$ cat src/rtl/colisao_inimigo_if.sv
// ============================================================================
// Module : colisao_inimigo_if
// Brief  : Enemy geometry, player shot and collision-result signal bundle.
// Rev    : 1.0 - initial release
// ============================================================================
`default_nettype none

interface colisao_inimigo_if;
    logic        pausa;
    logic [9:0]  xInimigo;
    logic [9:0]  yInimigo;
    logic [9:0]  largura;
    logic [9:0]  altura;
    logic        tiroAtivo;
    logic [9:0]  xTiro;
    logic [9:0]  yTiro;
    logic        vivo;
    logic        explodindo;
    logic        acerto;
    logic        tiroConsumido;
    logic [15:0] pontuacao;
    logic        invasao;

    // Producer side: movement stage / shot logic drives geometry, reads results
    modport master (
        output pausa, xInimigo, yInimigo, largura, altura, tiroAtivo, xTiro, yTiro,
        input  vivo, explodindo, acerto, tiroConsumido, pontuacao, invasao
    );

    modport slave (
        input  pausa, xInimigo, yInimigo, largura, altura, tiroAtivo, xTiro, yTiro,
        output vivo, explodindo, acerto, tiroConsumido, pontuacao, invasao
    );
endinterface

`default_nettype wire

$ cat src/rtl/colisao_inimigo.sv
// ============================================================================
// Module : colisao_inimigo
// Brief  : Shot/enemy collision, enemy life cycle, score and invasion flag.
// Rev    : 1.0 - initial release
// ============================================================================
`default_nettype none

module colisao_inimigo #(
    parameter int EXPLOSAO_CICLOS = 25000000,
    parameter int PONTOS          = 10,
    parameter int LIMITE_Y        = 440,
    parameter int TIRO_L          = 4,
    parameter int TIRO_A          = 10
) (
    input  wire logic         CLOCK_50,
    input  wire logic         resetInimigo,
    colisao_inimigo_if.slave  bus
);

    localparam int          c_CW  = (EXPLOSAO_CICLOS > 1) ? $clog2(EXPLOSAO_CICLOS) : 1;
    localparam logic [c_CW-1:0] c_FIM = c_CW'(EXPLOSAO_CICLOS - 1);

    typedef enum logic [1:0] {
        S_VIVO       = 2'd0,
        S_EXPLODINDO = 2'd1,
        S_MORTO      = 2'd2
    } estado_t;

    // Stage 1: input sample registers
    logic [9:0] r_xInimigo, r_yInimigo, r_largura, r_altura, r_xTiro, r_yTiro;
    logic       r_tiroAtivo;

    // Stage 2: FSM and registered outputs
    estado_t         r_estado, w_prox_estado;
    logic [c_CW-1:0] r_cont, w_prox_cont;
    logic [15:0]     r_pontuacao, w_prox_pontuacao;
    logic            r_invasao, w_prox_invasao;
    logic            r_acerto, w_prox_acerto;
    logic            r_tiroConsumido;
    logic            r_vivo, r_explodindo;

    logic [10:0] w_xIniFim, w_xTiroFim, w_yIniFim, w_yTiroFim;
    logic        w_overlap, w_invade;
    logic [31:0] w_soma;
    logic [15:0] w_pont_sat;

    always_ff @(posedge CLOCK_50 or posedge resetInimigo) begin
        if (resetInimigo) begin
            r_xInimigo  <= '0;
            r_yInimigo  <= '0;
            r_largura   <= '0;
            r_altura    <= '0;
            r_xTiro     <= '0;
            r_yTiro     <= '0;
            r_tiroAtivo <= 1'b0;
        end else begin
            r_xInimigo  <= bus.xInimigo;
            r_yInimigo  <= bus.yInimigo;
            r_largura   <= bus.largura;
            r_altura    <= bus.altura;
            r_xTiro     <= bus.xTiro;
            r_yTiro     <= bus.yTiro;
            r_tiroAtivo <= bus.tiroAtivo;
        end
    end

    // 11-bit sums so far edges never wrap into small values
    assign w_xIniFim  = {1'b0, r_xInimigo} + {1'b0, r_largura};
    assign w_xTiroFim = {1'b0, r_xTiro} + 11'(TIRO_L);
    assign w_yIniFim  = {1'b0, r_yInimigo} + {1'b0, r_altura};
    assign w_yTiroFim = {1'b0, r_yTiro} + 11'(TIRO_A);

    assign w_overlap = ({1'b0, r_xTiro} < w_xIniFim) && ({1'b0, r_xInimigo} < w_xTiroFim) &&
                       ({1'b0, r_yTiro} < w_yIniFim) && ({1'b0, r_yInimigo} < w_yTiroFim);
    assign w_invade  = (w_yIniFim >= 11'(LIMITE_Y));

    assign w_soma     = 32'(r_pontuacao) + 32'(PONTOS);
    assign w_pont_sat = (w_soma > 32'd65535) ? 16'hFFFF : w_soma[15:0];

    always_comb begin
        w_prox_estado    = r_estado;
        w_prox_cont      = r_cont;
        w_prox_pontuacao = r_pontuacao;
        w_prox_invasao   = r_invasao;
        w_prox_acerto    = 1'b0;
        if (!bus.pausa) begin
            case (r_estado)
                S_VIVO: begin
                    // A hit on the same edge as the invasion condition takes priority
                    if (r_tiroAtivo && w_overlap) begin
                        w_prox_estado    = S_EXPLODINDO;
                        w_prox_cont      = '0;
                        w_prox_acerto    = 1'b1;
                        w_prox_pontuacao = w_pont_sat;
                    end else if (w_invade) begin
                        w_prox_invasao = 1'b1;
                    end
                end
                S_EXPLODINDO: begin
                    if (r_cont == c_FIM) begin
                        w_prox_estado = S_MORTO;
                    end else begin
                        w_prox_cont = r_cont + 1'b1;
                    end
                end
                default: begin
                    w_prox_estado = S_MORTO;
                end
            endcase
        end
    end

    always_ff @(posedge CLOCK_50 or posedge resetInimigo) begin
        if (resetInimigo) begin
            r_estado        <= S_VIVO;
            r_cont          <= '0;
            r_pontuacao     <= '0;
            r_invasao       <= 1'b0;
            r_acerto        <= 1'b0;
            r_tiroConsumido <= 1'b0;
            r_vivo          <= 1'b1;
            r_explodindo    <= 1'b0;
        end else begin
            r_estado        <= w_prox_estado;
            r_cont          <= w_prox_cont;
            r_pontuacao     <= w_prox_pontuacao;
            r_invasao       <= w_prox_invasao;
            r_acerto        <= w_prox_acerto;
            r_tiroConsumido <= w_prox_acerto;
            r_vivo          <= (w_prox_estado == S_VIVO);
            r_explodindo    <= (w_prox_estado == S_EXPLODINDO);
        end
    end

    assign bus.vivo          = r_vivo;
    assign bus.explodindo    = r_explodindo;
    assign bus.acerto        = r_acerto;
    assign bus.tiroConsumido = r_tiroConsumido;
    assign bus.pontuacao     = r_pontuacao;
    assign bus.invasao       = r_invasao;

endmodule

`default_nettype wire

$ cat src/flat_wrapper.sv
// flat-port wrapper written by rule: the top's interface ports become plain ports
module colisao_inimigo_flat 
#(
    parameter int EXPLOSAO_CICLOS = 25000000,
    parameter int PONTOS          = 10,
    parameter int LIMITE_Y        = 440,
    parameter int TIRO_L          = 4,
    parameter int TIRO_A          = 10
)
  (CLOCK_50, resetInimigo, bus_pausa, bus_xInimigo, bus_yInimigo, bus_largura, bus_altura, bus_tiroAtivo, bus_xTiro, bus_yTiro, bus_vivo, bus_explodindo, bus_acerto, bus_tiroConsumido, bus_pontuacao, bus_invasao);
  colisao_inimigo_if bus_i ();
  input  wire logic CLOCK_50;
  input  wire logic resetInimigo;
  input wire logic [$bits(bus_i.pausa)-1:0] bus_pausa;
  input wire logic [$bits(bus_i.xInimigo)-1:0] bus_xInimigo;
  input wire logic [$bits(bus_i.yInimigo)-1:0] bus_yInimigo;
  input wire logic [$bits(bus_i.largura)-1:0] bus_largura;
  input wire logic [$bits(bus_i.altura)-1:0] bus_altura;
  input wire logic [$bits(bus_i.tiroAtivo)-1:0] bus_tiroAtivo;
  input wire logic [$bits(bus_i.xTiro)-1:0] bus_xTiro;
  input wire logic [$bits(bus_i.yTiro)-1:0] bus_yTiro;
  output wire logic [$bits(bus_i.vivo)-1:0] bus_vivo;
  output wire logic [$bits(bus_i.explodindo)-1:0] bus_explodindo;
  output wire logic [$bits(bus_i.acerto)-1:0] bus_acerto;
  output wire logic [$bits(bus_i.tiroConsumido)-1:0] bus_tiroConsumido;
  output wire logic [$bits(bus_i.pontuacao)-1:0] bus_pontuacao;
  output wire logic [$bits(bus_i.invasao)-1:0] bus_invasao;
  assign bus_i.pausa = bus_pausa;
  assign bus_i.xInimigo = bus_xInimigo;
  assign bus_i.yInimigo = bus_yInimigo;
  assign bus_i.largura = bus_largura;
  assign bus_i.altura = bus_altura;
  assign bus_i.tiroAtivo = bus_tiroAtivo;
  assign bus_i.xTiro = bus_xTiro;
  assign bus_i.yTiro = bus_yTiro;
  assign bus_vivo = bus_i.vivo;
  assign bus_explodindo = bus_i.explodindo;
  assign bus_acerto = bus_i.acerto;
  assign bus_tiroConsumido = bus_i.tiroConsumido;
  assign bus_pontuacao = bus_i.pontuacao;
  assign bus_invasao = bus_i.invasao;
  colisao_inimigo #(.EXPLOSAO_CICLOS(EXPLOSAO_CICLOS), .PONTOS(PONTOS), .LIMITE_Y(LIMITE_Y), .TIRO_L(TIRO_L), .TIRO_A(TIRO_A)) u_core (.CLOCK_50(CLOCK_50), .resetInimigo(resetInimigo), .bus(bus_i));
endmodule
$ cat config.mk
export PLATFORM = sky130hd
export DESIGN_NAME = colisao_inimigo_flat
export DESIGN_NICKNAME = d
export VERILOG_FILES = /design/src/rtl/colisao_inimigo_if.sv /design/src/rtl/colisao_inimigo.sv /design/src/flat_wrapper.sv
export SDC_FILE = /design/constraint.sdc
export NUM_CORES = 1
export LEC_CHECK = 0
export ABC_AREA = 1
export CAP_MARGIN = 5
export CORE_MARGIN = 2
export CORE_UTILIZATION = 40
export CTS_CLUSTER_SIZE = 30
export DETAILED_ROUTE_END_ITERATION = 10
export GPL_TIMING_DRIVEN = 0
export PLACE_DENSITY_LB_ADDON = 0.2
export SYNTH_ARGS = -nofsm -noshare
export SYNTH_HDL_FRONTEND = slang
export SYNTH_SLANG_ARGS = --single-unit
$ cat constraint.sdc
create_clock -name CLOCK_50 -period 3.5 [get_ports CLOCK_50]
set_input_delay 0.525 -clock CLOCK_50 [delete_from_list [all_inputs] [get_ports CLOCK_50]]
set_output_delay 0.525 -clock CLOCK_50 [all_outputs]
set_load 0.05 [all_outputs]
==> flow_metrics.tcl <==
set metrics [dict create \
    clock_sink_count 108 \
    clock_path_buffers 2 \
    antenna_cells 0 \
    hpwl_mm 11.3 \
    slew-limit-headroom 0.616 \
    timing.final.crit_share 0.912 \
    worst_setup_path_start_kind "flip-flop" \
    place.port_buffers 84 \
    die_area_sq_um 17400 \
    initialDrtViolationCount 329 \
    dr.pass1.iters 4 \
    clkTransAtPathRegs_ps 80 \
    drv_slew 0 \
    die_h_microns 132 \
    power.total_w 0.00277 \
    synthesis.nets 922 \
    leakage_nw 3.70 \
    gr-usage-all-layers 0.179 \
    area_of_the_multi_input_gates_sq_um 3480 \
    power_density_nw_per_um2 347 \
    most-common-layout-cells "nand2_1 (203), dfrtp_1 (107), nor2_1 (90)" \
    grt_setup_unrepaired "no" \
    final-instance-count-excl-fill 1115 \
    via_count_of_the_first_global_routing_pass 5145 \
    final_antenna_net_count 0 \
    warnings_synthesis 0 \
    antenna_found_initial 0 \
    regArea_sq_um 2700 \
    post_drt_via_cell_ratio 4.78 \
    global_route_wire_length_before_repair_mm 25.4 \
    synth_fa_ha_area_frac 0.121 \
    result_of_the_run "finished, final reports clean" \
    worst_skew_pair.late_latency_ps 360 \
    grt.overflow.total 0 \
    area.growth.synth_to_final_pct 22.1 \
    final_hold_viol_count 0 \
    timing.critical_path.fanout_max 10 \
    cap_viol_max_count 0 \
    slew_at_the_pin_closest_to_its_max_slew_limit_ps 570 \
    root_buffer "clkbuf_16" \
    initial_cell_density_of_the_core 0.410 \
    ir_worst_vdd_mv 0.273 \
    timing.critical_path.required_ps 3750 \
    synthDistinctLibCells 39 \
    fmax_mhz 313 \
    setup.worst_path.end_class "flip-flop" \
    finish.instance_area_sq_um 7980 \
    finish.utilization 0.501 \
    synth.area.mux_share 0 \
    cts_hold_repair.buffers 0 \
    finalNetCount 1020 \
    fp.dieW_microns 132 \
    wire_per_inst_microns 13.1 \
    dpl_cell_area_sq_um 7680 \
    synthesis.area_per_instance_sq_um 8.21 \
    cts_htree_levels 3 \
    gp_congestion 0.873 \
    route.detailed.drc 0 \
    synth_top_family_by_area "simple AND/OR/NAND/NOR gates" \
    netlist_instances 796 \
    clock_skew_ps 10.9 \
    finalSetupViolations 0 \
    cp.arrival_ps 3440 \
    wirelength_mm 14.6 \
    post_synth_and_or_nand_nor_area_fraction 0.286 \
    ys_ff_latch 108 \
    fp-row-count 46 \
    grt_max_degree 73 \
    yosys.area_share.xor_xnor 0.0643 \
    dr_total_vias 5334 \
    hp-class "reg2reg" \
    floorplan.io_pins 85 \
    filler_cell_count 1584 \
    synth_seq_area_share 0.414 \
    most_common_library_cell_in_the_layout_ignoring_fill_and_taps "nand2_1" \
    critical_path_type "reg2reg" \
    synth_compound_area_frac 0.0611 \
    final.min_clock_period_ps 3190 \
    synth.cell_area_sq_um 6540 \
    drive_above_1_share 0.0590 \
    design.core.area_sq_um 15900 \
    cts_tree "done" \
    cts_inserted_buffers 9 \
    cells_after_dpl 1097 \
]
[repair_timing]
action / in CTS / in global routing
gates resized for setup: 0 / 5
setup buffers: 0 / 2
setup endpoints to repair: 0 / 38
[critical path: stages (launching register included)]
cell and delay (ps):
dfrtp_1 370, ha_1 260, fa_2 390, inv_1 90
nor2_1 50, nor2_1 120, xor2_1 220, ha_1 280
a21o_1 180, nor2_1 90, nand2_1 70, nand2_1 60
nand2_1 40, nand2_1 60, nand2_1 40, nand2_1 110
nand3_2 140, nand2_4 140, nand2_4 90, buf_6 160
nand2_1 60, nand2_1 50
[synth_stat cells, drive strengths merged]
cell    instances  share of area
nand2         208           0.12
dfrtp         107           0.41
nor2           94          0.057
inv            67          0.038
nand3          61          0.047
ha             60           0.11
a21oi          38          0.029
xor2           33          0.044
o21ai          24          0.018
nand4          22          0.023
xnor2          15          0.020
buf            11          0.011
nor4           11          0.014
a21o            6         0.0069
clkbuf          6         0.0034
nand3b          6         0.0069
nor3            6         0.0046
nor3b           4         0.0046
or2             4         0.0038
o21bai          3         0.0034
clkinv          2         0.0011
fa              2         0.0061
o211ai          2         0.0023
a31oi           1        0.00096
and2            1        0.00096
and3            1        0.00096
dfstp           1         0.0040
[final cells by class]
type                    count  share of cell area
plain buffers              17              0.0122
clock inverters             7             0.00721
multi-input cells         602               0.436
clock buffers               9              0.0282
flip-flops and latches    108               0.339
repair buffers             87               0.111
inverters                  69              0.0328
well taps                 216              0.0339
[cell families after synthesis]
| kind of cell | Yosys count |
|---|---|
| simple gates | 418 |
| flops | 108 |
| buf+inv | 86 |
| compound gates | 74 |
| fa+ha+maj | 62 |
| xor+xnor | 48 |
[final timing paths]
kind                                            to  slack (ps)                     from  cells after the start
setup reg to reg                  u_core.r_cont[0]         310       u_core.r_altura[0]                     21
max in group asynchronous          u_core.bus.vivo        2190             resetInimigo                      3
min in group asynchronous        u_core.r_xTiro[8]         560             resetInimigo                      2
setup / recovery                  u_core.r_cont[0]         310       u_core.r_altura[0]                     21
hold / removal             u_core.bus.pontuacao[0]         470  u_core.bus.pontuacao[0]                      2
hold reg to reg            u_core.bus.pontuacao[0]         470  u_core.bus.pontuacao[0]                      2
[report_power, final]
| part | total, W | internal [W] | switching, W |
|---|---|---|---|
| Combinational | 0.000464 | 0.000218 | 0.000246 |
| Sequential | 0.00131 | 0.00128 | 0.0000299 |
| Clock | 0.000991 | 0.000493 | 0.000497 |
| Total | 0.00277 | 0.00199 | 0.000773 |
[per-layer routing]
metal  track usage  part of all wire  up-vias  routed length [microns]
met4        0.0435             0.012        0                      175
met3        0.0465             0.038       10                      549
li1              -                 -     2810                        -
met5             0                 0        -                        0
met2         0.290              0.46       68                     6750
met1         0.242              0.49     2446                     7110
[through the flow]
step / TNS, ps / worst slack [ps] / hold WS (ps)
final: 0 / 306 / 473
after global routing: 0 / 6.43 / 508
after CTS: 0 / 200 / 477
after detailed placement: 0 / 230 / 457
after global placement: -167090 / -1570 / 454
after floorplan: 0 / 131 / 482
[sequential cells by signal, summed over array words and instances, names as in the netlist]
signal and count:
u_core.bus.acerto 1, u_core.r_tiroAtivo 1, u_core.bus.pontuacao 16, u_core.r_yTiro 10, u_core.bus.invasao 1, u_core.bus.explodindo 1
u_core.r_largura 10, u_core.r_xTiro 10, u_core.bus.vivo 1, u_core.r_estado 2, u_core.r_altura 10, u_core.r_xInimigo 10
u_core.r_yInimigo 10, u_core.r_cont 25
No activity file was read; power rests on OpenSTA's default activity.
